## src/rtl/uart_pkg.sv

```systemverilog
// UART shared package: line FSM states, default clock/baud, bit period helper.
// Used by both the receiver and the transmitter so they agree on the bit period.
package uart_pkg;

    localparam int unsigned UART_CLK_FREQ = 100_000_000;
    localparam int unsigned UART_BAUDRATE = 9600;

    typedef enum logic [2:0] {
        IDLE,
        START,
        DATA,
        STOP,
        BREAK
    } uart_state_e;

    // Clocks per bit, truncated the same way on both ends of the link.
    function automatic int unsigned bit_cycles(
        input int unsigned clk_freq,
        input int unsigned baud
    );
        return clk_freq / baud;
    endfunction

endpackage

```

## src/rtl/sync_2ff.sv

```systemverilog
// Two-flop synchronizer for a single asynchronous input.
// Ports: clk, rst_n (sync, active low), d_i (async in), q_o (synced out).
module sync_2ff #(
    parameter logic RST_VAL = 1'b1
) (
    input  logic clk,
    input  logic rst_n,
    input  logic d_i,
    output logic q_o
);

    logic s1_q;
    logic s2_q;

    always_ff @(posedge clk) begin
        if (!rst_n) begin
            s1_q <= RST_VAL;
            s2_q <= RST_VAL;
        end else begin
            s1_q <= d_i;
            s2_q <= s1_q;
        end
    end

    assign q_o = s2_q;

endmodule

```

## src/rtl/uart_rx.sv

```systemverilog
// 8N1 UART receiver with mid-bit sampling and a valid/ready holding register.
// Ports: clk, rst_n (sync, active low), rx (async line), rx_data/rx_valid/
// rx_ready (byte handshake), rx_frame_err and rx_overrun (1-cycle pulses).
// Option: define UART_RX_MAJORITY_EN for 2-of-3 majority sampling
// (needs BIT_CYCLES >= 8; shifts all timing by one cycle).
module uart_rx
    import uart_pkg::*;
#(
    parameter int unsigned CLK_FREQ    = UART_CLK_FREQ,
    parameter int unsigned BAUDRATE    = UART_BAUDRATE,
    parameter int unsigned BIT_CYCLES  = bit_cycles(CLK_FREQ, BAUDRATE),
    parameter int unsigned HALF_CYCLES = BIT_CYCLES / 2
) (
    input  logic       clk,
    input  logic       rst_n,
    input  logic       rx,
    output logic [7:0] rx_data,
    output logic       rx_valid,
    input  logic       rx_ready,
    output logic       rx_frame_err,
    output logic       rx_overrun
);

    localparam logic [15:0] BIT_LAST = 16'(BIT_CYCLES - 1);

    logic rx_s;
    logic bit_s;

    sync_2ff #(
        .RST_VAL(1'b1)
    ) u_sync (
        .clk  (clk),
        .rst_n(rst_n),
        .d_i  (rx),
        .q_o  (rx_s)
    );

`ifdef UART_RX_MAJORITY_EN
    // Decision lands one cycle after the nominal sample point; the two
    // history flops hold the samples at target-1 and target.
    localparam logic [15:0] START_AT = 16'(HALF_CYCLES);

    logic [1:0] hist_q;

    always_ff @(posedge clk) begin
        if (!rst_n) begin
            hist_q <= 2'b11;
        end else begin
            hist_q <= {hist_q[0], rx_s};
        end
    end

    assign bit_s = (hist_q[1] & hist_q[0]) |
                   (hist_q[1] & rx_s) |
                   (hist_q[0] & rx_s);
`else
    localparam logic [15:0] START_AT = 16'(HALF_CYCLES - 1);

    assign bit_s = rx_s;
`endif

    uart_state_e state_q;
    logic [15:0] cnt_q;
    logic [3:0]  idx_q;
    logic [7:0]  sh_q;
    logic [7:0]  data_q;
    logic        valid_q;
    logic        ferr_q;
    logic        ovr_q;

    always_ff @(posedge clk) begin
        if (!rst_n) begin
            state_q <= IDLE;
            cnt_q   <= '0;
            idx_q   <= '0;
            sh_q    <= '0;
            data_q  <= '0;
            valid_q <= 1'b0;
            ferr_q  <= 1'b0;
            ovr_q   <= 1'b0;
        end else begin
            ferr_q <= 1'b0;
            ovr_q  <= 1'b0;
            if (valid_q && rx_ready) begin
                valid_q <= 1'b0;
            end
            unique case (state_q)
                IDLE: begin
                    if (!rx_s) begin
                        state_q <= START;
                        cnt_q   <= '0;
                    end
                end
                START: begin
                    if (cnt_q == START_AT) begin
                        cnt_q <= '0;
                        idx_q <= '0;
                        // A high start sample means a glitch, not a frame.
                        state_q <= bit_s ? IDLE : DATA;
                    end else begin
                        cnt_q <= cnt_q + 16'd1;
                    end
                end
                DATA: begin
                    if (cnt_q == BIT_LAST) begin
                        cnt_q <= '0;
                        sh_q  <= {bit_s, sh_q[7:1]};
                        idx_q <= idx_q + 4'd1;
                        if (idx_q == 4'd7) begin
                            state_q <= STOP;
                        end
                    end else begin
                        cnt_q <= cnt_q + 16'd1;
                    end
                end
                STOP: begin
                    if (cnt_q == BIT_LAST) begin
                        cnt_q <= '0;
                        if (bit_s) begin
                            // Re-arm mid stop bit so the next start edge
                            // can follow immediately.
                            state_q <= IDLE;
                            if (valid_q && !rx_ready) begin
                                ovr_q <= 1'b1;
                            end else begin
                                data_q  <= sh_q;
                                valid_q <= 1'b1;
                            end
                        end else begin
                            state_q <= BREAK;
                            ferr_q  <= 1'b1;
                        end
                    end else begin
                        cnt_q <= cnt_q + 16'd1;
                    end
                end
                BREAK: begin
                    if (rx_s) begin
                        state_q <= IDLE;
                    end
                end
                default: begin
                    state_q <= IDLE;
                end
            endcase
        end
    end

    assign rx_data      = data_q;
    assign rx_valid     = valid_q;
    assign rx_frame_err = ferr_q;
    assign rx_overrun   = ovr_q;

endmodule

```

## config.mk

```make
export PLATFORM = sky130hd
export DESIGN_NAME = uart_rx
export DESIGN_NICKNAME = d
export VERILOG_FILES = /design/src/rtl/uart_pkg.sv /design/src/rtl/sync_2ff.sv /design/src/rtl/uart_rx.sv
export SDC_FILE = /design/constraint.sdc
export NUM_CORES = 1
export LEC_CHECK = 0
export ABC_AREA = 1
export ABC_CLOCK_PERIOD_IN_PS = 2800
export CORE_UTILIZATION = 46
export CTS_BUF_LIST = sky130_fd_sc_hd__clkbuf_8 sky130_fd_sc_hd__clkbuf_16
export CTS_CLUSTER_DIAMETER = 40
export DETAILED_ROUTE_END_ITERATION = 6
export SKIP_CTS_REPAIR_TIMING = 1
export SYNTH_ARGS = -nofsm -noshare
export SYNTH_HDL_FRONTEND = slang
export SYNTH_HIERARCHICAL = 1
export SYNTH_SLANG_ARGS = --single-unit
```

## constraint.sdc

```tcl
create_clock -name clk -period 2.8 [get_ports clk]
set_input_delay 0.28 -clock clk [delete_from_list [all_inputs] [get_ports clk]]
set_output_delay 0.28 -clock clk [all_outputs]
set_load 0.1 [all_outputs]
```

==> results of run 1 <==
==> power breakdown <==
| group | internal (mW) | total (mW) | switching (mW) |
|---|---|---|---|
| sequential | 0.655 | 0.699 | 0.0440 |
| combinational | 0.130 | 0.423 | 0.293 |
| clock | 0.351 | 0.564 | 0.213 |
==> placed cells by master, fill, tap and decap left out, drive strengths merged <==
cell and instances:
a21oi 32, buf 12, bufinv 2, clkbuf 5
clkdlybuf4s50 3, clkinv 1, dfxtp 44, ha 2
inv 44, nand2 81, nand3 25, nand3b 1
nand4 13, nor2 46, nor3 3, nor4 1
o211ai 3, o21ai 13, or2 1, xnor2 2
xor2 3
==> worst reg2reg max path: stages (launching register included) <==
cell      delay (ns)
dfxtp_1         0.37
ha_1            0.20
nand3_1         0.14
nor2_2          0.23
nand2_2         0.12
clkinv_2        0.15
nand3_2         0.19
nand2_1         0.12
a21oi_1         0.06
==> sequential cells by signal (all words and copies together), names as in the netlist, 3 cells and up <==
register,cells
idx_q,4
cnt_q,16
sh_q,8
rx_data,8
state_q,3
==> layer usage <==
layer,wire (µm),vias to the layer above
met5,0,-
met4,39,0
met3,186,2
met2,2030,30
met1,2640,913
li1,-,1071
==> cells by family (layout without fill, tap and decap cells) <==
kind of cell,count (synthesis),after routing,synth area share (%)
flip-flops,44,44,38.2
AND/OR/NAND/NOR,171,171,37.7
adder cells (fa/ha/maj),2,2,1.08
XOR/XNOR,5,5,1.90
buffers and inverters,53,67,9.76
AO/OA/AOI/OAI,48,48,11.4
==> how the worst min path moves through the flow <==
stage / end / slack, ns / depth (start not counted)
6_report: u_sync/q_o$_SDFF_PN1_ / 0.42 / 2
5_1_grt: u_sync/q_o$_SDFF_PN1_ / 0.48 / 2
4_1_cts: u_sync/q_o$_SDFF_PN1_ / 0.42 / 2
3_5_place_dp: u_sync/q_o$_SDFF_PN1_ / 0.40 / 2
3_3_place_gp: u_sync/q_o$_SDFF_PN1_ / 0.38 / 2
2_1_floorplan: u_sync/s1_q$_SDFF_PN1_ / 0.35 / 1
==> cells in the mapped netlist, types with 2 or more instances <==
| master | count |
|---|---|
| nand2_1 | 71 |
| o21ai_1 | 3 |
| buf_2 | 2 |
| dfxtp_1 | 44 |
| ha_1 | 2 |
| nand3_1 | 19 |
| inv_2 | 3 |
| clkbuf_1 | 3 |
| nand3_2 | 4 |
| xnor2_1 | 2 |
| inv_1 | 41 |
| nand3_4 | 2 |
| nand2_4 | 5 |
| nand2_2 | 5 |
| xor2_1 | 3 |
| nor2_4 | 3 |
| o21ai_0 | 10 |
| o211ai_1 | 3 |
| nor2_2 | 5 |
| a21oi_1 | 30 |
| buf_6 | 3 |
| nand4_1 | 13 |
| nor2_1 | 38 |
==> area by class of cell <==
cell class,count,area [µm²]
Fill cell,478,2200
Inverter,45,170
Timing Repair Buffer,15,120
Sequential cell,44,881
Clock buffer,5,68.8
Clock inverter,2,60.1
Multi-Input combinational cell,226,1200
Tap cell,67,83.8
==> per-stage QoR <==
stage | hold WS [ns] | power (mW) | instance area, µm²
after floorplan | 0.349 | 1.06 | 2310
after global placement | 0.381 | 1.13 | 2460
after detailed placement | 0.397 | 1.14 | 2460
after CTS | 0.416 | 1.70 | 2590
after global routing | 0.479 | 1.79 | 2590
final | 0.419 | 1.69 | 2590
==> results_dict.tcl, run 1 <==
set metrics [dict create \
    postSynthCellCount 323 \
    cts_inserted_buffers 5 \
    finish.utilization_pct 54.0 \
    placed_cells 397 \
    antenna_cells 0 \
    grt_max_degree 22 \
    yosysSeqAreaShare_pct 38.2 \
    crit_path_end_kind "flip-flop" \
    drt_iter0_drc 152 \
    first_global_vias 1808 \
    synthArstFlopShare_pct 0 \
    final_layout_size_suffix_gt1_share_pct 15.4 \
    yosys.area.top_type "dfxtp_1" \
    synth_nets 329 \
    worst_pin_slew_ns 0.674 \
    regToRegSetupSlack_ns 1.09 \
    synth_top_flop_cell "dfxtp_1" \
    drcViolationCount 0 \
    ant_nets 0 \
    ctsRootBufferMaster "clkbuf_8" \
    dp_hpwl_um 3610 \
    yosysUniqueCellTypes 32 \
    use_met1_pct 31.9 \
    fin_skew_ns 0.00764 \
    ys_ff_latch 44 \
    use_met2_pct 29.5 \
    synth_area_leaders "dfxtp_1 (38%), nand2_1 (12%), inv_1 (6.7%)" \
    vias 2016 \
    r2r-start "cnt_q[0]$_SDFFE_PN0P_" \
    cap_violations 0 \
    top_level_ports 15 \
    grt_busiest_layer "met1" \
    min-delay-start "u_sync/s1_q$_SDFF_PN1_" \
    routabilityCongestion 0.830 \
    grt_antenna_before_repair 0 \
    hp-class "flip-flop to flip-flop" \
    initial_core_util_pct 48.2 \
    crit_family "simple AND/OR/NAND/NOR gates" \
    crit_end "rx_data[2]$_SDFFE_PN0P_" \
    cts-htree-levels 2 \
    synth_edf_count 0 \
    ir_worst_vdd_mv 0.553 \
    insertion_delay_ns 0.29 \
    rsz0062_at_grt "no" \
    post-route-period-util_pct 61.2 \
    path_clk_slew_ns 0.09 \
    grt_first_pass_wirelength_um 8560 \
    path_class "flip-flop to flip-flop" \
    path_max_fanout 11 \
    critPathSlowestCell "dfxtp_1" \
    finalNonFillerCells 404 \
    dieArea_mm2 0.00531 \
    setup_viol 0 \
    fmax_mhz 584 \
    first_pass_iters 4 \
    grt_util_met3_pct 3.45 \
    leakagePower_nw 1.03 \
    max_slew_margin_pct 55.0 \
    drv_slew 0 \
    track_usage_pct 21.1 \
    cp-start-kind "flip-flop" \
    area_growth_pct 12.0 \
    core-area_mm2 0.00479 \
    yosys_warnings 6 \
    port-buffer-count 14 \
    path_cells "ha_1 -> nand3_1 -> nor2_2 -> nand2_2 -> clkinv_2 -> nand3_2 -> nand2_1 -> a21oi_1" \
    cp_slowest_stage_delay_ns 0.37 \
    vias_per_cell 4.99 \
    cts_sinks 44 \
    num_rows 25 \
    startpoint "cnt_q[0]$_SDFFE_PN0P_" \
    arrival_ns 1.87 \
    netlist_area_mm2 0.00231 \
    p_per_area_mw_per_mm2 652 \
    fin_nets 343 \
    r2r-end "rx_data[2]$_SDFFE_PN0P_" \
    cts_tree "built" \
    pre_cts_ws_ns 0.967 \
    die_y_um 72.8 \
    drt-wirelength-per-cell_um 12.1 \
    clockBufferDepth 2 \
    cp.required_ns 2.96 \
    avgSynthCellArea_um2 7.15 \
    r2r.worst_path.cells 8 \
    fin_ws_ns 1.09 \
    cp.depth 8 \
    period_minus_slack_ns 1.71 \
    dieWidth_um 72.8 \
    drt_wl_total_um 4890 \
    globalRoute.totalOverflow 0 \
    status "complete, no violations" \
    fin_tns_setup_ns 0 \
    synth_top_area_share_pct 38.2 \
    cp_num_buf_inv 1 \
    hold_viol_final 0 \
]
(Power assumes the default switching activity.)
==> run 2: changes to the inputs <==
ABC_CLOCK_PERIOD_IN_PS = 1500   (was 2800)
PLACE_DENSITY = 0.67   (was not set)
clock period = 1.5 ns   (was 2.8 ns; I/O delays follow)
==> results_dict.tcl, run 2 (synthesis results as in run 1) <==
set metrics [dict create \
    period_minus_slack_ns 1.41 \
    initial_core_util_pct 48.2 \
    ctsRootBufferMaster "clkbuf_8" \
    ant_nets 0 \
    cts_sinks 44 \
    p_per_area_mw_per_mm2 1040 \
    drt-wirelength-per-cell_um 11.8 \
    port-buffer-count 14 \
    first_pass_iters 4 \
    hold_viol_final 0 \
    min-delay-start "rx" \
    grt_antenna_before_repair 0 \
    max_slew_margin_pct 77.9 \
    globalRoute.totalOverflow 0 \
    cts_tree "built" \
    vias_per_cell 5.00 \
    cts-htree-levels 2 \
    path_max_fanout 16 \
    layout_commonest_cell "nand2_1" \
    hp-class "input pin to flip-flop" \
    top_level_ports 15 \
    leakagePower_nw 1.18 \
    routabilityCongestion 0.917 \
    crit_path_end_kind "flip-flop" \
    fmax_mhz 710 \
    area_growth_pct 28.1 \
    top_register "cnt_q" \
    finish.utilization_pct 61.8 \
    dieArea_mm2 0.00531 \
    fin_tns_setup_ns 0 \
    drcViolationCount 0 \
    worst_pin_slew_ns 0.331 \
    cts_inserted_buffers 5 \
    cp-start-kind "flip-flop" \
    holdPathStages 3 \
    num_rows 25 \
    core-area_mm2 0.00479 \
    die_y_um 72.8 \
    cap_violations 0 \
    rsz0062_at_grt "yes" \
    clockBufferDepth 2 \
    path_class "flip-flop to flip-flop" \
    drv_slew 0 \
    track_usage_pct 20.8 \
    r2r-start "cnt_q[1]$_SDFFE_PN0P_" \
    largest_reg_flops 16 \
    status "complete, no violations" \
    path_clk_slew_ns 0.09 \
    dieWidth_um 72.8 \
    drt_iter0_drc 212 \
    fin_skew_ns 0.00920 \
    regToRegSetupSlack_ns 0.09 \
    insertion_delay_ns 0.30 \
    final_cell_mix "nand2_1 (68), inv_1 (40), nor2_1 (37), dfxtp_1 (34), a21oi_1 (29)" \
    vias 2133 \
    r2r-end "idx_q[0]$_SDFFE_PN0P_" \
    drt_wl_total_um 5040 \
    final_layout_size_suffix_gt1_share_pct 25.8 \
    first_global_vias 1814 \
    antenna_cells 0 \
    r2r.worst_path.cells 8 \
    grt_first_pass_wirelength_um 8450 \
    fin_nets 365 \
    dp_hpwl_um 3770 \
    post-route-period-util_pct 94.0 \
    holdPathEnd "u_sync/s1_q$_SDFF_PN1_" \
    arrival_ns 1.60 \
    ir_worst_vdd_mv 0.647 \
    cp.required_ns 1.70 \
    grt_max_degree 19 \
    setup_viol 0 \
]
[run 2: cell count changes in the layout (fill, tap and decap cells not counted), sizes merged]
cell and delta:
inv +1, buf +22, clkbuf +1, clkinv -1, bufinv -2, clkinvlp +2
[run 2: power by group]
| part | switching (mW) | total [mW] | leakage, nW | internal, mW |
|---|---|---|---|---|
| Combinational | 0.590 | 0.968 | 0.782 | 0.377 |
| Clock | 0.421 | 0.794 | 0.0434 | 0.373 |
| Sequential | 0.0812 | 1.31 | 0.359 | 1.23 |
| Total | 1.09 | 3.07 | 1.18 | 1.98 |
[run 2: worst max-delay path, stage by stage (launching register included)]
cell and delay, ns:
dfxtp_2 0.36, ha_4 0.16, nand3_2 0.11, nor2_4 0.16
nand3_4 0.19, nand2_4 0.14, nand2_4 0.06, nand2_1 0.07
a21oi_2 0.05
[run 2: worst max path at each step]
stage	from	endpoint	slack, ns	depth (start not counted)
2_1_floorplan	cnt_q[0]$_SDFFE_PN0P_	rx_data[0]$_SDFFE_PN0P_	0.13	8
3_3_place_gp	cnt_q[0]$_SDFFE_PN0P_	cnt_q[13]$_SDFFE_PN0P_	0.03	10
3_5_place_dp	cnt_q[1]$_SDFFE_PN0P_	rx_data[6]$_SDFFE_PN0P_	-0.02	8
4_1_cts	cnt_q[1]$_SDFFE_PN0P_	rx_data[6]$_SDFFE_PN0P_	-0.03	8
5_1_grt	cnt_q[1]$_SDFFE_PN0P_	idx_q[1]$_SDFFE_PN0P_	-0.04	9
6_report	cnt_q[1]$_SDFFE_PN0P_	idx_q[0]$_SDFFE_PN0P_	0.09	8
[run 2: final cells by class]
type                       count  area, µm²
clock inverter                 2       15.0
sequential                    44        893
inverter                      45        174
fill                         433       1830
clock buffer                   6       82.6
timing repair buffer          37        439
tap                           67       83.8
multi-input combinational    226       1270
[run 2: metrics by stage]
step / power [mW] / hold slack, ns / std cells / setup slack [ns] / instance area [µm²]
detailed placement: 2.17 / 0.398 / 414 / -0.0171 / 2720
global placement: 2.17 / 0.386 / 414 / 0.0286 / 2720
finish: 3.07 / 0.389 / 427 / 0.0907 / 2960
floorplan: 1.98 / 0.219 / 323 / 0.129 / 2310
CTS: 2.97 / 0.396 / 422 / -0.0332 / 2820
global route: 3.27 / 0.412 / 427 / -0.0362 / 2960
[run 2: routing by layer]
| layer | wire length, µm | GRT usage [%] | up-vias |
|---|---|---|---|
| li1 | - | - | 1117 |
| met1 | 2370 | 30.0 | 965 |
| met2 | 2310 | 30.6 | 47 |
| met3 | 307 | 4.70 | 4 |
| met4 | 44 | 6.54 | 0 |
| met5 | 0 | 0 | - |
==> run 3: changes to the inputs <==
--- a/config.mk
+++ b/config.mk
@@ -8,9 +8,8 @@
 export ABC_AREA = 1
 export ABC_CLOCK_PERIOD_IN_PS = 1500
-export CORE_UTILIZATION = 46
-export CTS_BUF_LIST = sky130_fd_sc_hd__clkbuf_8 sky130_fd_sc_hd__clkbuf_16
+export CORE_UTILIZATION = 30
+export CTS_BUF_LIST = sky130_fd_sc_hd__clkbuf_2 sky130_fd_sc_hd__clkbuf_4 sky130_fd_sc_hd__clkbuf_8
 export CTS_CLUSTER_DIAMETER = 40
 export DETAILED_ROUTE_END_ITERATION = 6
-export PLACE_DENSITY = 0.67
 export SKIP_CTS_REPAIR_TIMING = 1
 export SYNTH_ARGS = -nofsm -noshare
==> constraint.sdc (replaced) <==
create_clock -name clk -period 1.5 [get_ports clk]
set_input_delay 0.15 -clock clk [delete_from_list [all_inputs] [get_ports clk]]
set_output_delay 0.15 -clock clk [all_outputs]
set_load 0.01 [all_outputs]
==> results_dict.tcl, run 3 (synthesis results as in run 1) <==
set metrics [dict create \
    grt_max_degree 18 \
    dieWidth_um 89.7 \
    power_mw 2.99 \
    finish.utilization_pct 39.3 \
    max_slew_margin_pct 69.2 \
    arrival_ns 1.65 \
    dp_hpwl_um 3880 \
    status "complete, no violations" \
    first_global_vias 1933 \
    cts-htree-levels 2 \
    final_layout_size_suffix_gt1_share_pct 23.1 \
    clockBufferDepth 2 \
    port-buffer-count 14 \
    cts_tree "built" \
    layout_commonest_cell "nand2_1" \
    vias 2143 \
    path_clk_slew_ns 0.09 \
    fin_ws_ns 0.0906 \
    crit_path_end_kind "flip-flop" \
    num_rows 31 \
    drt_iter0_drc 123 \
    ctsRootBufferMaster "clkbuf_8" \
    r2r-start "cnt_q[1]$_SDFFE_PN0P_" \
    cts_inserted_buffers 5 \
    post-route-period-util_pct 94.0 \
    first_pass_iters 7 \
    fin_nets 366 \
    grt_first_pass_wirelength_um 8700 \
    vias_per_cell 4.67 \
    worst_pin_slew_ns 0.461 \
    fin_hold_ws_ns 0.376 \
    final_cell_mix "nand2_1 (68), inv_1 (40), nor2_1 (36), dfxtp_1 (34), a21oi_1 (29)" \
    ir_worst_vdd_mv 0.600 \
    p_per_area_mw_per_mm2 1040 \
    fin_tns_setup_ns 0 \
    startpoint "cnt_q[1]$_SDFFE_PN0P_" \
    path_class "flip-flop to flip-flop" \
    min-delay-start "rx" \
    drcViolationCount 0 \
    antenna_cells 0 \
    leakagePower_nw 1.10 \
    drt_wl_total_um 5240 \
    top_level_ports 15 \
    area_growth_pct 24.7 \
    core-area_mm2 0.00733 \
    pre_cts_ws_ns -0.0235 \
    initial_core_util_pct 31.5 \
    design_area_mm2 0.00288 \
    finalNonFillerCells 459 \
    ant_nets 0 \
    die_y_um 89.7 \
    fillers 778 \
    fin_skew_ns 0.00959 \
    cp-start-kind "flip-flop" \
    setup_viol 0 \
    regToRegSetupSlack_ns 0.09 \
    routabilityCongestion 0.828 \
    insertion_delay_ns 0.30 \
    postPlaceCellArea_mm2 0.00269 \
    top_register "cnt_q" \
    globalRoute.totalOverflow 0 \
    grt_antenna_before_repair 0 \
    cp.required_ns 1.74 \
    cts_sinks 44 \
    drt-wirelength-per-cell_um 11.4 \
    hold_viol_final 0 \
    cap_violations 0 \
    placed_cells 447 \
    rsz0062_at_grt "yes" \
    path_max_fanout 5 \
    track_usage_pct 13.2 \
    hp-class "input pin to flip-flop" \
    dieArea_mm2 0.00805 \
    fmax_mhz 710 \
    largest_reg_flops 16 \
    drv_slew 0 \
    period_minus_slack_ns 1.41 \
]
run 3: cell count changes in the layout (fill, tap and decap cells not counted), moves of 2 or more:
| cell | delta |
|---|---|
| clkdlybuf4s50_1 | +11 |
| buf_12 | -10 |
| clkinv_2 | +2 |
| nand2_2 | +2 |
| nand2_4 | -2 |
run 3: critical path, cell delays in order, from the launching register on:
cell	delay [ns]
dfxtp_2	0.36
ha_4	0.15
nand2_2	0.06
inv_2	0.08
nand2_2	0.05
nor2_1	0.09
nand2_1	0.09
nand2_4	0.12
buf_12	0.12
nand2_4	0.05
nand2_1	0.05
nand2_1	0.05
nor2_1	0.07
run 3: final timing paths:
path | cells after the start | end
worst max-delay path | 12 | idx_q[1]$_SDFFE_PN0P_
worst min register to register | 2 | u_sync/q_o$_SDFF_PN1_
worst min-delay path | 3 | u_sync/s1_q$_SDFF_PN1_
worst max register to register | 12 | idx_q[1]$_SDFFE_PN0P_
run 3: area by class of cell:
type	count	area (µm²)	area share, %
clock inverter	2	12.5	0.435
clock buffer	5	68.8	2.39
tap	99	124	4.30
sequential	44	893	31.0
multi-input combinational	227	1270	44.2
inverter	45	170	5.91
timing repair buffer	37	338	11.7
run 3: power breakdown:
group | total, mW | internal (mW) | switching, mW | leakage, nW
Clock | 0.723 | 0.316 | 0.407 | 0.0400
Combinational | 0.953 | 0.364 | 0.589 | 0.699
Sequential | 1.32 | 1.23 | 0.0859 | 0.359
run 3: layer usage:
| metal | routed length (µm) | up-vias | global-route usage (%) |
|---|---|---|---|
| li1 | - | 1110 | - |
| met1 | 2500 | 980 | 16.9 |
| met2 | 2450 | 42 | 21.5 |
| met3 | 178 | 11 | 2.79 |
| met4 | 105 | 0 | 5.33 |
| met5 | 0 | - | 0 |
==> edit, RTL diff (settings of run 3) <==
Re-encode `uart_state_e` (5 states) as Gray code, 3 bits wide.
--- a/src/rtl/uart_pkg.sv
+++ b/src/rtl/uart_pkg.sv
@@ -7,9 +7,9 @@
 
     typedef enum logic [2:0] {
-        IDLE,
-        START,
-        DATA,
-        STOP,
-        BREAK
+        IDLE  = 3'b000,
+        START = 3'b001,
+        DATA  = 3'b011,
+        STOP  = 3'b010,
+        BREAK = 3'b110
     } uart_state_e;
 
Check against the original RTL: same outputs for any inputs over 10 cycles, from zero or initial values and one cycle with rst_n low; not proved beyond that.
==> edit against run 3 <==
  * Utilization increased by 0.17 points
  * Hold slack improved by 0.0015 ns
  * Cell count increased by 6.3%
  * Synthesized cell count increased by 10%
  * Setup slack got worse by 0.066 ns
  * Sequential share of layout area decreased by 0.15 points
  * Wire length increased by 2.8%
  * Total power increased by 20%
  * Cell area about the same
  * Maximum frequency decreased by 4.5%
  * Synthesized area decreased by 0.98%
  * Sequential cell count unchanged
  * Global-route usage increased by 1.0 points
  * Critical endpoint is now cnt_q[6]
  * Largest cell class unchanged
==> edit: results <==
[finish]
antenna_cells = 0
largest_register = cnt_q
fin_nets = 394
drive_gt1_share_pct = 18.0

[routing]
first_iter_violations = 103
drt-total-wl_um = 5380
dr.pass1.iters = 6
via_per_inst = 4.48

[worst_setup_path]
crit_fanout = 3
crit_arrival_ns = 1.72
max_stage_delay_ns = 0.37
crit_path_start_kind = flip-flop

[synth]
synthArstFlopShare_pct = 0
synthTopCellsByArea = dfxtp_1 39%, nand2_1 16%, inv_1 8.9%, nor2_1 8.7%, a21oi_1 4.4%
ys_types = 29
syn_nets = 362
yosys_warnings = 6
yosys-top-cells-count = 95 x nand2_1, 54 x inv_1, 53 x nor2_1
seq_area_frac_synth_pct = 38.5

[placed_design]
dp_hpwl_um = 3840
placed_cell_area_um2 = 2650
io_buffers = 14
gp_congestion = 0.871
dp_slack_ns = -0.0664

[timing]
skew_ns = 0.00756
tightest_slew_ns = 0.336

[min_path]
hold_path.class = in -> reg
min_from = rx

[global_route]
grt_max_degree = 17
grt_pass1_vias = 2057
grt_first_pass_wirelength_um = 8800
groute.usage.overall_pct = 14.2

[clock_tree]
cts_buffer_depth = 2
path_clk_slew_ns = 0.10
clock_latency_ns = 0.31

[pwr]
power_leakage_nw = 1.23
ir_worst_vdd_mv = 0.493

[status]
outcome = complete, no violations
edit: path summary, 6_finish.rpt:
check	slack [ns]	cells past startpoint	end
setup reg to reg	0.02	9	cnt_q[6]
hold reg to reg	0.41	2	u_sync/q_o
setup / recovery	0.02	9	cnt_q[6]
hold / removal	0.38	3	u_sync/s1_q
edit: area by class of cell:
| type | count | area (µm²) |
|---|---|---|
| clock buffer | 5 | 68.8 |
| tap | 99 | 124 |
| timing repair buffer | 32 | 295 |
| sequential | 44 | 888 |
| multi-input combinational | 244 | 1220 |
| clock inverter | 3 | 47.5 |
| inverter | 61 | 231 |
| fill | 813 | 4420 |
edit: per-stage QoR:
step | TNS (ns) | instances
floorplan | 0 | 356
global placement | -0.0324 | 479
detailed placement | -0.384 | 479
CTS | -0.397 | 487
global route | -1.20 | 488
finish | 0 | 488
edit: per-layer routing:
| metal | vias up | track usage (%) | share of wire, % |
|---|---|---|---|
| li1 | 1160 | - | - |
| met1 | 980 | 18.4 | 49 |
| met2 | 41 | 23.6 | 46 |
| met3 | 7 | 2.59 | 3.8 |
| met4 | 0 | 5.34 | 1.3 |
| met5 | - | 0 | 0 |
edit: kinds of logic after synthesis:
logic type | share of synthesized area (%)
simple gates | 38.5
buf+inv | 12.0
flops | 38.5
compound gates | 8.65
xor+xnor | 1.15
fa+ha+maj | 1.09
edit: report_power, final:
part	total, mW	switching, mW	internal [mW]
Combinational	1.29	0.841	0.448
Sequential	1.35	0.0923	1.26
Clock	0.963	0.461	0.502
edit: worst reg2reg max path: stages (launching register included):
cell     delay [ns]
dfxtp_2        0.37
ha_4           0.15
buf_4          0.11
nand2_2        0.08
nor3_2         0.19
buf_4          0.14
nand2_1        0.08
a21oi_2        0.13
o21ai_1        0.09
nor2_1         0.08
